`src/rtl/regfile_pkg.sv`:
```
// Shared widths, read-mux select encoding and port-slice helper for regfile_sb.
package regfile_pkg;

  localparam int unsigned DEF_ADD_WIDTH  = 5;
  localparam int unsigned DEF_DATA_WIDTH = 32;
  localparam int unsigned DEF_NUM_RD     = 2;
  localparam int unsigned DEF_ZERO_REG   = 1;

  // Source of a read port's data.
  typedef enum logic [1:0] {
    SEL_ZERO   = 2'd0,
    SEL_BYPASS = 2'd1,
    SEL_ARRAY  = 2'd2
  } rd_sel_e;

  // Low bit of port 'port' inside a packed multi-port bus of 'width'-bit slices.
  function automatic int unsigned slice_lo(input int unsigned port, input int unsigned width);
    return port * width;
  endfunction

endpackage

```
`src/rtl/regfile_rdport.sv`:
```
// One combinational read port: zero-register / writeback-bypass / array mux plus ready.
module regfile_rdport
  import regfile_pkg::*;
#(
  parameter int unsigned ADD_WIDTH  = DEF_ADD_WIDTH,
  parameter int unsigned DATA_WIDTH = DEF_DATA_WIDTH,
  parameter int unsigned ZERO_REG   = DEF_ZERO_REG
) (
  input  logic                  i_rst_n,
  input  logic [ADD_WIDTH-1:0]  i_addr,
  input  logic                  i_wb_en,
  input  logic [ADD_WIDTH-1:0]  i_wb_addr,
  input  logic [DATA_WIDTH-1:0] i_wb_data,
  input  logic [DATA_WIDTH-1:0] i_arr_data,
  input  logic                  i_busy,
  output logic [DATA_WIDTH-1:0] o_data,
  output logic                  o_ready
);

  rd_sel_e w_sel;

  // Pick the data source; the zero register outranks a (discarded) write to it.
  always_comb begin
    w_sel = SEL_ARRAY;
    if ((ZERO_REG != 0) && (i_addr == '0)) begin
      w_sel = SEL_ZERO;
    end else if (i_wb_en && (i_wb_addr == i_addr)) begin
      w_sel = SEL_BYPASS;
    end
  end

  // Drive data/ready; during reset the port reads as a ready zero.
  always_comb begin
    o_data  = i_arr_data;
    o_ready = ~i_busy;
    if (!i_rst_n) begin
      o_data  = '0;
      o_ready = 1'b1;
    end else begin
      case (w_sel)
        SEL_ZERO: begin
          o_data  = '0;
          o_ready = 1'b1;
        end
        SEL_BYPASS: begin
          o_data  = i_wb_data;
          o_ready = 1'b1;
        end
        default: ;
      endcase
    end
  end

endmodule

```
`src/rtl/regfile_sb.sv`:
```
// Multi-read-port register file with writeback bypass and per-register busy scoreboard.
module regfile_sb
  import regfile_pkg::*;
#(
  parameter int unsigned ADD_WIDTH  = DEF_ADD_WIDTH,
  parameter int unsigned DATA_WIDTH = DEF_DATA_WIDTH,
  parameter int unsigned NUM_RD     = DEF_NUM_RD,
  parameter int unsigned ZERO_REG   = DEF_ZERO_REG
) (
  input  logic                         clk,
  input  logic                         rst_n,
  input  logic [NUM_RD*ADD_WIDTH-1:0]  rd_addr,
  output logic [NUM_RD*DATA_WIDTH-1:0] rd_data,
  output logic [NUM_RD-1:0]            rd_ready,
  input  logic                         alloc_en,
  input  logic [ADD_WIDTH-1:0]         alloc_addr,
  output logic                         alloc_stall,
  input  logic                         wb_en,
  input  logic [ADD_WIDTH-1:0]         wb_addr,
  input  logic [DATA_WIDTH-1:0]        wb_data,
  input  logic                         flush,
  output logic [ADD_WIDTH:0]           busy_cnt
);

  localparam int unsigned NREG = 1 << ADD_WIDTH;
  localparam int unsigned CW   = ADD_WIDTH + 1;

  logic [DATA_WIDTH-1:0] r_regs [NREG];
  logic [NREG-1:0]       r_busy;
  logic [CW-1:0]         r_busy_cnt;

  logic                  w_wb_zero;
  logic                  w_alloc_zero;
  logic                  w_alloc_stall;
  logic                  w_alloc_set;
  logic                  w_wb_clr;
  logic [NREG-1:0]       w_busy_nxt;
  logic [CW-1:0]         w_cnt_nxt;

  assign w_wb_zero     = (ZERO_REG != 0) && (wb_addr == '0);
  assign w_alloc_zero  = (ZERO_REG != 0) && (alloc_addr == '0);
  // WAW hazard stalls unless the same-cycle writeback retires the old producer.
  assign w_alloc_stall = alloc_en && r_busy[alloc_addr] && !(wb_en && (wb_addr == alloc_addr));
  assign w_alloc_set   = alloc_en && !w_alloc_stall && !w_alloc_zero && !flush;
  assign w_wb_clr      = wb_en && r_busy[wb_addr];

  assign alloc_stall = w_alloc_stall;
  assign busy_cnt    = r_busy_cnt;

  // Next busy vector: writeback clears, allocation sets (wins), flush clears all.
  always_comb begin
    w_busy_nxt = r_busy;
    if (wb_en) begin
      w_busy_nxt[wb_addr] = 1'b0;
    end
    if (w_alloc_set) begin
      w_busy_nxt[alloc_addr] = 1'b1;
    end
    if (flush) begin
      w_busy_nxt = '0;
    end
  end

  // Incremental popcount of the busy vector.
  always_comb begin
    w_cnt_nxt = r_busy_cnt;
    if (flush) begin
      w_cnt_nxt = '0;
    end else begin
      case ({w_alloc_set, w_wb_clr})
        2'b10:   w_cnt_nxt = r_busy_cnt + CW'(1);
        2'b01:   w_cnt_nxt = r_busy_cnt - CW'(1);
        default: w_cnt_nxt = r_busy_cnt;
      endcase
    end
  end

  // Scoreboard state.
  always_ff @(posedge clk or negedge rst_n) begin
    if (!rst_n) begin
      r_busy     <= '0;
      r_busy_cnt <= '0;
    end else begin
      r_busy     <= w_busy_nxt;
      r_busy_cnt <= w_cnt_nxt;
    end
  end

  // Register storage; writes to a hardwired zero register are dropped.
  always_ff @(posedge clk or negedge rst_n) begin
    if (!rst_n) begin
      for (int unsigned i = 0; i < NREG; i++) begin
        r_regs[i] <= '0;
      end
    end else if (wb_en && !w_wb_zero) begin
      r_regs[wb_addr] <= wb_data;
    end
  end

  // One read mux per port.
  for (genvar k = 0; k < NUM_RD; k++) begin : g_rd
    logic [ADD_WIDTH-1:0] w_addr;
    assign w_addr = rd_addr[slice_lo(k, ADD_WIDTH) +: ADD_WIDTH];

    regfile_rdport #(
      .ADD_WIDTH  (ADD_WIDTH),
      .DATA_WIDTH (DATA_WIDTH),
      .ZERO_REG   (ZERO_REG)
    ) u_rdport (
      .i_rst_n    (rst_n),
      .i_addr     (w_addr),
      .i_wb_en    (wb_en),
      .i_wb_addr  (wb_addr),
      .i_wb_data  (wb_data),
      .i_arr_data (r_regs[w_addr]),
      .i_busy     (r_busy[w_addr]),
      .o_data     (rd_data[slice_lo(k, DATA_WIDTH) +: DATA_WIDTH]),
      .o_ready    (rd_ready[k])
    );
  end

endmodule

```
`config.mk`:
```
export PLATFORM = sky130hd
export DESIGN_NAME = regfile_sb
export DESIGN_NICKNAME = d
export VERILOG_FILES = /design/src/rtl/regfile_pkg.sv /design/src/rtl/regfile_rdport.sv /design/src/rtl/regfile_sb.sv
export SDC_FILE = /design/constraint.sdc
export NUM_CORES = 2
export LEC_CHECK = 0
export CAP_MARGIN = 25
export CORE_MARGIN = 5
export CORE_UTILIZATION = 40
export DETAILED_ROUTE_END_ITERATION = 16
export GPL_ROUTABILITY_DRIVEN = 0
export PLACE_DENSITY = 0.59
export SYNTH_ARGS = -nofsm -noshare
export SYNTH_HDL_FRONTEND = slang
export SYNTH_SLANG_ARGS = --single-unit
```
`constraint.sdc`:
```
create_clock -name clk -period 5.7 [get_ports clk]
set_clock_uncertainty 0.2 [all_clocks]
set_input_delay 1.14 -clock clk [delete_from_list [all_inputs] [get_ports clk]]
set_output_delay 1.14 -clock clk [all_outputs]
set_load 0.01 [all_outputs]
```
==> flow_metrics.env <==
export IMPL_status="complete, no violations"
export IMPL_wl_per_cell_um=32.2
export IMPL_arrival_ns=4.21
export IMPL_synth_cell_types=54
export IMPL_vias_per_cell=6.24
export IMPL_finalHoldViolCount=0
export IMPL_drc=0
export IMPL_fin_cells=5650
export IMPL_synth_nets=3687
export IMPL_drtIter0Drc=3429
export IMPL_port_buffers=129
export IMPL_grt_setup_unrepaired="no"
export IMPL_yosysSeqAreaShare_pct=46.1
export IMPL_numCtsBuffers=119
export IMPL_floorplan_die_width_um=390
export IMPL_grt_pass1_vias=37100
export IMPL_min_period_over_period_pct=97.3
export IMPL_cts_setup_buffers=0
export IMPL_fmax_mhz=180
export IMPL_final_core_util_pct=46.2
export IMPL_nets=3717
export IMPL_min_path_type="input pin to async pin"
export IMPL_maxCapViolCount=0
export IMPL_syn_inst=3625
export IMPL_clock_sinks=1062
export IMPL_drv_slew=0
export IMPL_yosys_warnings=0
export IMPL_required_ns=4.36
export IMPL_mostFrequentLayoutCells="1062 x dfrtp_1, 998 x mux2_2, 662 x mux4_2, 150 x buf_4, 120 x clkbuf_16"
export IMPL_dieArea_mm2=0.152
export IMPL_synth_edf_count=0
export IMPL_drt_first_pass_iters=7
export IMPL_relSlewSlack_pct=27.0
export IMPL_setup_viol=0
export IMPL_grt_pass1_wl_um=268000
export IMPL_grt_start_max_net_pins=178
export IMPL_multiInputGateArea_mm2=0.0296
export IMPL_power_density_mw_per_mm2=342
export IMPL_clockBufferDepth=3
export IMPL_worst_slew_pin_slew_ns=1.09
export IMPL_timing_final_ws_setup_ns=0.152
export IMPL_num_rows=139
export IMPL_ys_seq_elements=1062
export IMPL_drive_above_1_share_pct=56.5
export IMPL_pre_cts_slack_ns=0.134
export IMPL_grt_overflow=0
export IMPL_cts_resized=0
export IMPL_cts_root_buf="clkbuf_16"
export IMPL_fp_coreArea_mm2=0.143
export IMPL_dp_hpwl_um=106000
export IMPL_ys_flop_type="dfrtp_1"
export IMPL_register_area_mm2=0.0266
export IMPL_syn_area_mm2=0.0577
export IMPL_p_leak_nw=28.0
export IMPL_crit_fanout=47
export IMPL_antenna_found_initial=2
export IMPL_dpl_cell_count=5435
export IMPL_fillers=12400
export IMPL_ant_nets=0
export IMPL_die_h_um=390
export IMPL_holdBufCountCts=0
export IMPL_cts_reportedPaths_clkPinSlew_ns=0.06
export IMPL_syn2layout_area_growth_pct=15.0
export IMPL_syn_area_per_cell_um2=15.9
export IMPL_initial_utilization_pct=40.2
export IMPL_peakVddDrop_mv=0.278
export IMPL_startpoint_type="input pin"
export IMPL_layout_min_cycle_time_ns=5.55
export IMPL_pin_count=130
export IMPL_via_count=35200
export IMPL_clk_latency_ns=0.77
export IMPL_cts_tree="done"
export IMPL_htreeDepth=3
export IMPL_path_class="input pin to primary output"
export IMPL_groute_usage_overall_pct=24.1
export IMPL_end_kind="primary output"
export IMPL_final_common_cell="dfrtp_1"
export IMPL_wirelength_um=182000
export IMPL_setup_tns_ns=0
export IMPL_synthArstFlopShare_pct=100
power by group:
group	internal (W)	total [W]	switching [W]
clock	0.00472	0.00803	0.00331
sequential	0.00893	0.00990	0.000967
combinational	0.00299	0.00477	0.00178
synth_stat cells, drive strengths merged, types with 2 or more instances:
cell / number / area [µm²]
xnor2: 9 / 78.8
or2: 3 / 18.8
mux2: 1000 / 11300
or3: 3 / 18.8
o22ai: 2 / 12.5
nor3: 11 / 60.1
a21oi: 23 / 115
o31ai: 2 / 20.0
nand3: 7 / 35.0
o21ai: 5 / 25.0
mux4: 662 / 14900
dfrtp: 1062 / 26600
buf: 158 / 738
nand2: 20 / 75.1
o221ai: 7 / 61.3
inv: 5 / 18.8
nor4b: 2 / 30.0
nand2b: 4 / 25.0
a22oi: 17 / 133
or3b: 8 / 70.1
or4: 2 / 15.0
a221oi: 2 / 17.5
nor4: 4 / 31.3
nor2b: 19 / 119
a211oi: 64 / 480
nor2: 124 / 465
mux2i: 89 / 891
clkbuf: 270 / 1010
o21bai: 2 / 15.0
ha: 4 / 50.1
nand3b: 9 / 67.6
a21o: 2 / 15.0
o32ai: 3 / 26.3
xor2: 9 / 78.8
o21a: 3 / 22.5
and3: 2 / 12.5
routing by layer:
layer | routed length [µm] | up-vias | track usage [%] | part of all wire [%]
met5 | 0 | - | 0 | 0
met1 | 78100 | 19500 | 34.0 | 43
met3 | 13400 | 296 | 5.65 | 7.3
met4 | 5890 | 0 | 8.03 | 3.2
li1 | - | 14300 | - | -
met2 | 84700 | 1241 | 37.2 | 47
worst paths after layout:
check	endpoint	slack, ns	cells after the start	from
worst max-delay path	rd_data[37]	0.15	9	rd_addr[6]
worst min-delay path	r_regs[136]$_DFFE_PN0P_	0.05	1	rst_n
worst max register to register	busy_cnt[5]$_DFFE_PN0P_	2.27	12	r_busy[26]$_DFF_PN0_
worst min register to register	r_regs[1002]$_DFFE_PN0P_	0.20	0	r_regs[1002]$_DFFE_PN0P_
max in group asynchronous	r_regs[884]$_DFFE_PN0P_	2.73	4	rst_n
min in group clk	r_regs[1002]$_DFFE_PN0P_	0.20	0	r_regs[1002]$_DFFE_PN0P_
state kept, by name (all words and copies together), names as in the netlist:
register and flops:
r_busy 32, busy_cnt 6, r_regs 1024
critical path, cell delays in order:
cell and delay [ns]:
buf_8 0.29, buf_12 0.37, buf_4 0.27, mux4_2 0.35, mux4_2 0.47, mux2i_1 0.43
a211oi_1 0.16, buf_4 0.16, clkdlybuf4s50_1 0.48
stage by stage:
stage	power, W	hold slack, ns	instance area [µm²]
after floorplan	0.0132	0.241	57700
after global placement	0.0146	0.178	62200
after detailed placement	0.0148	0.182	62200
after CTS	0.0229	0.0111	66300
after global routing	0.0237	0.0438	66300
final	0.0227	0.0484	66300
cells by family after synthesis:
logic type,Yosys count,synth area share [%]
simple gates,221,1.85
buf+inv,434,3.08
mux,1751,46.9
xor+xnor,18,0.273
flops,1062,46.1
compound gates,134,1.69
fa+ha+maj,5,0.121
final cells by class:
type | count | area share (%)
antenna | 2 | 0.00754
clock buffer | 166 | 5.16
clock inverter | 45 | 0.971
inverter | 6 | 0.0339
multi-input combinational | 2129 | 44.6
sequential | 1062 | 40.1
tap | 1903 | 3.59
timing repair buffer | 337 | 5.54
No activity file was read; power rests on OpenSTA's default activity.
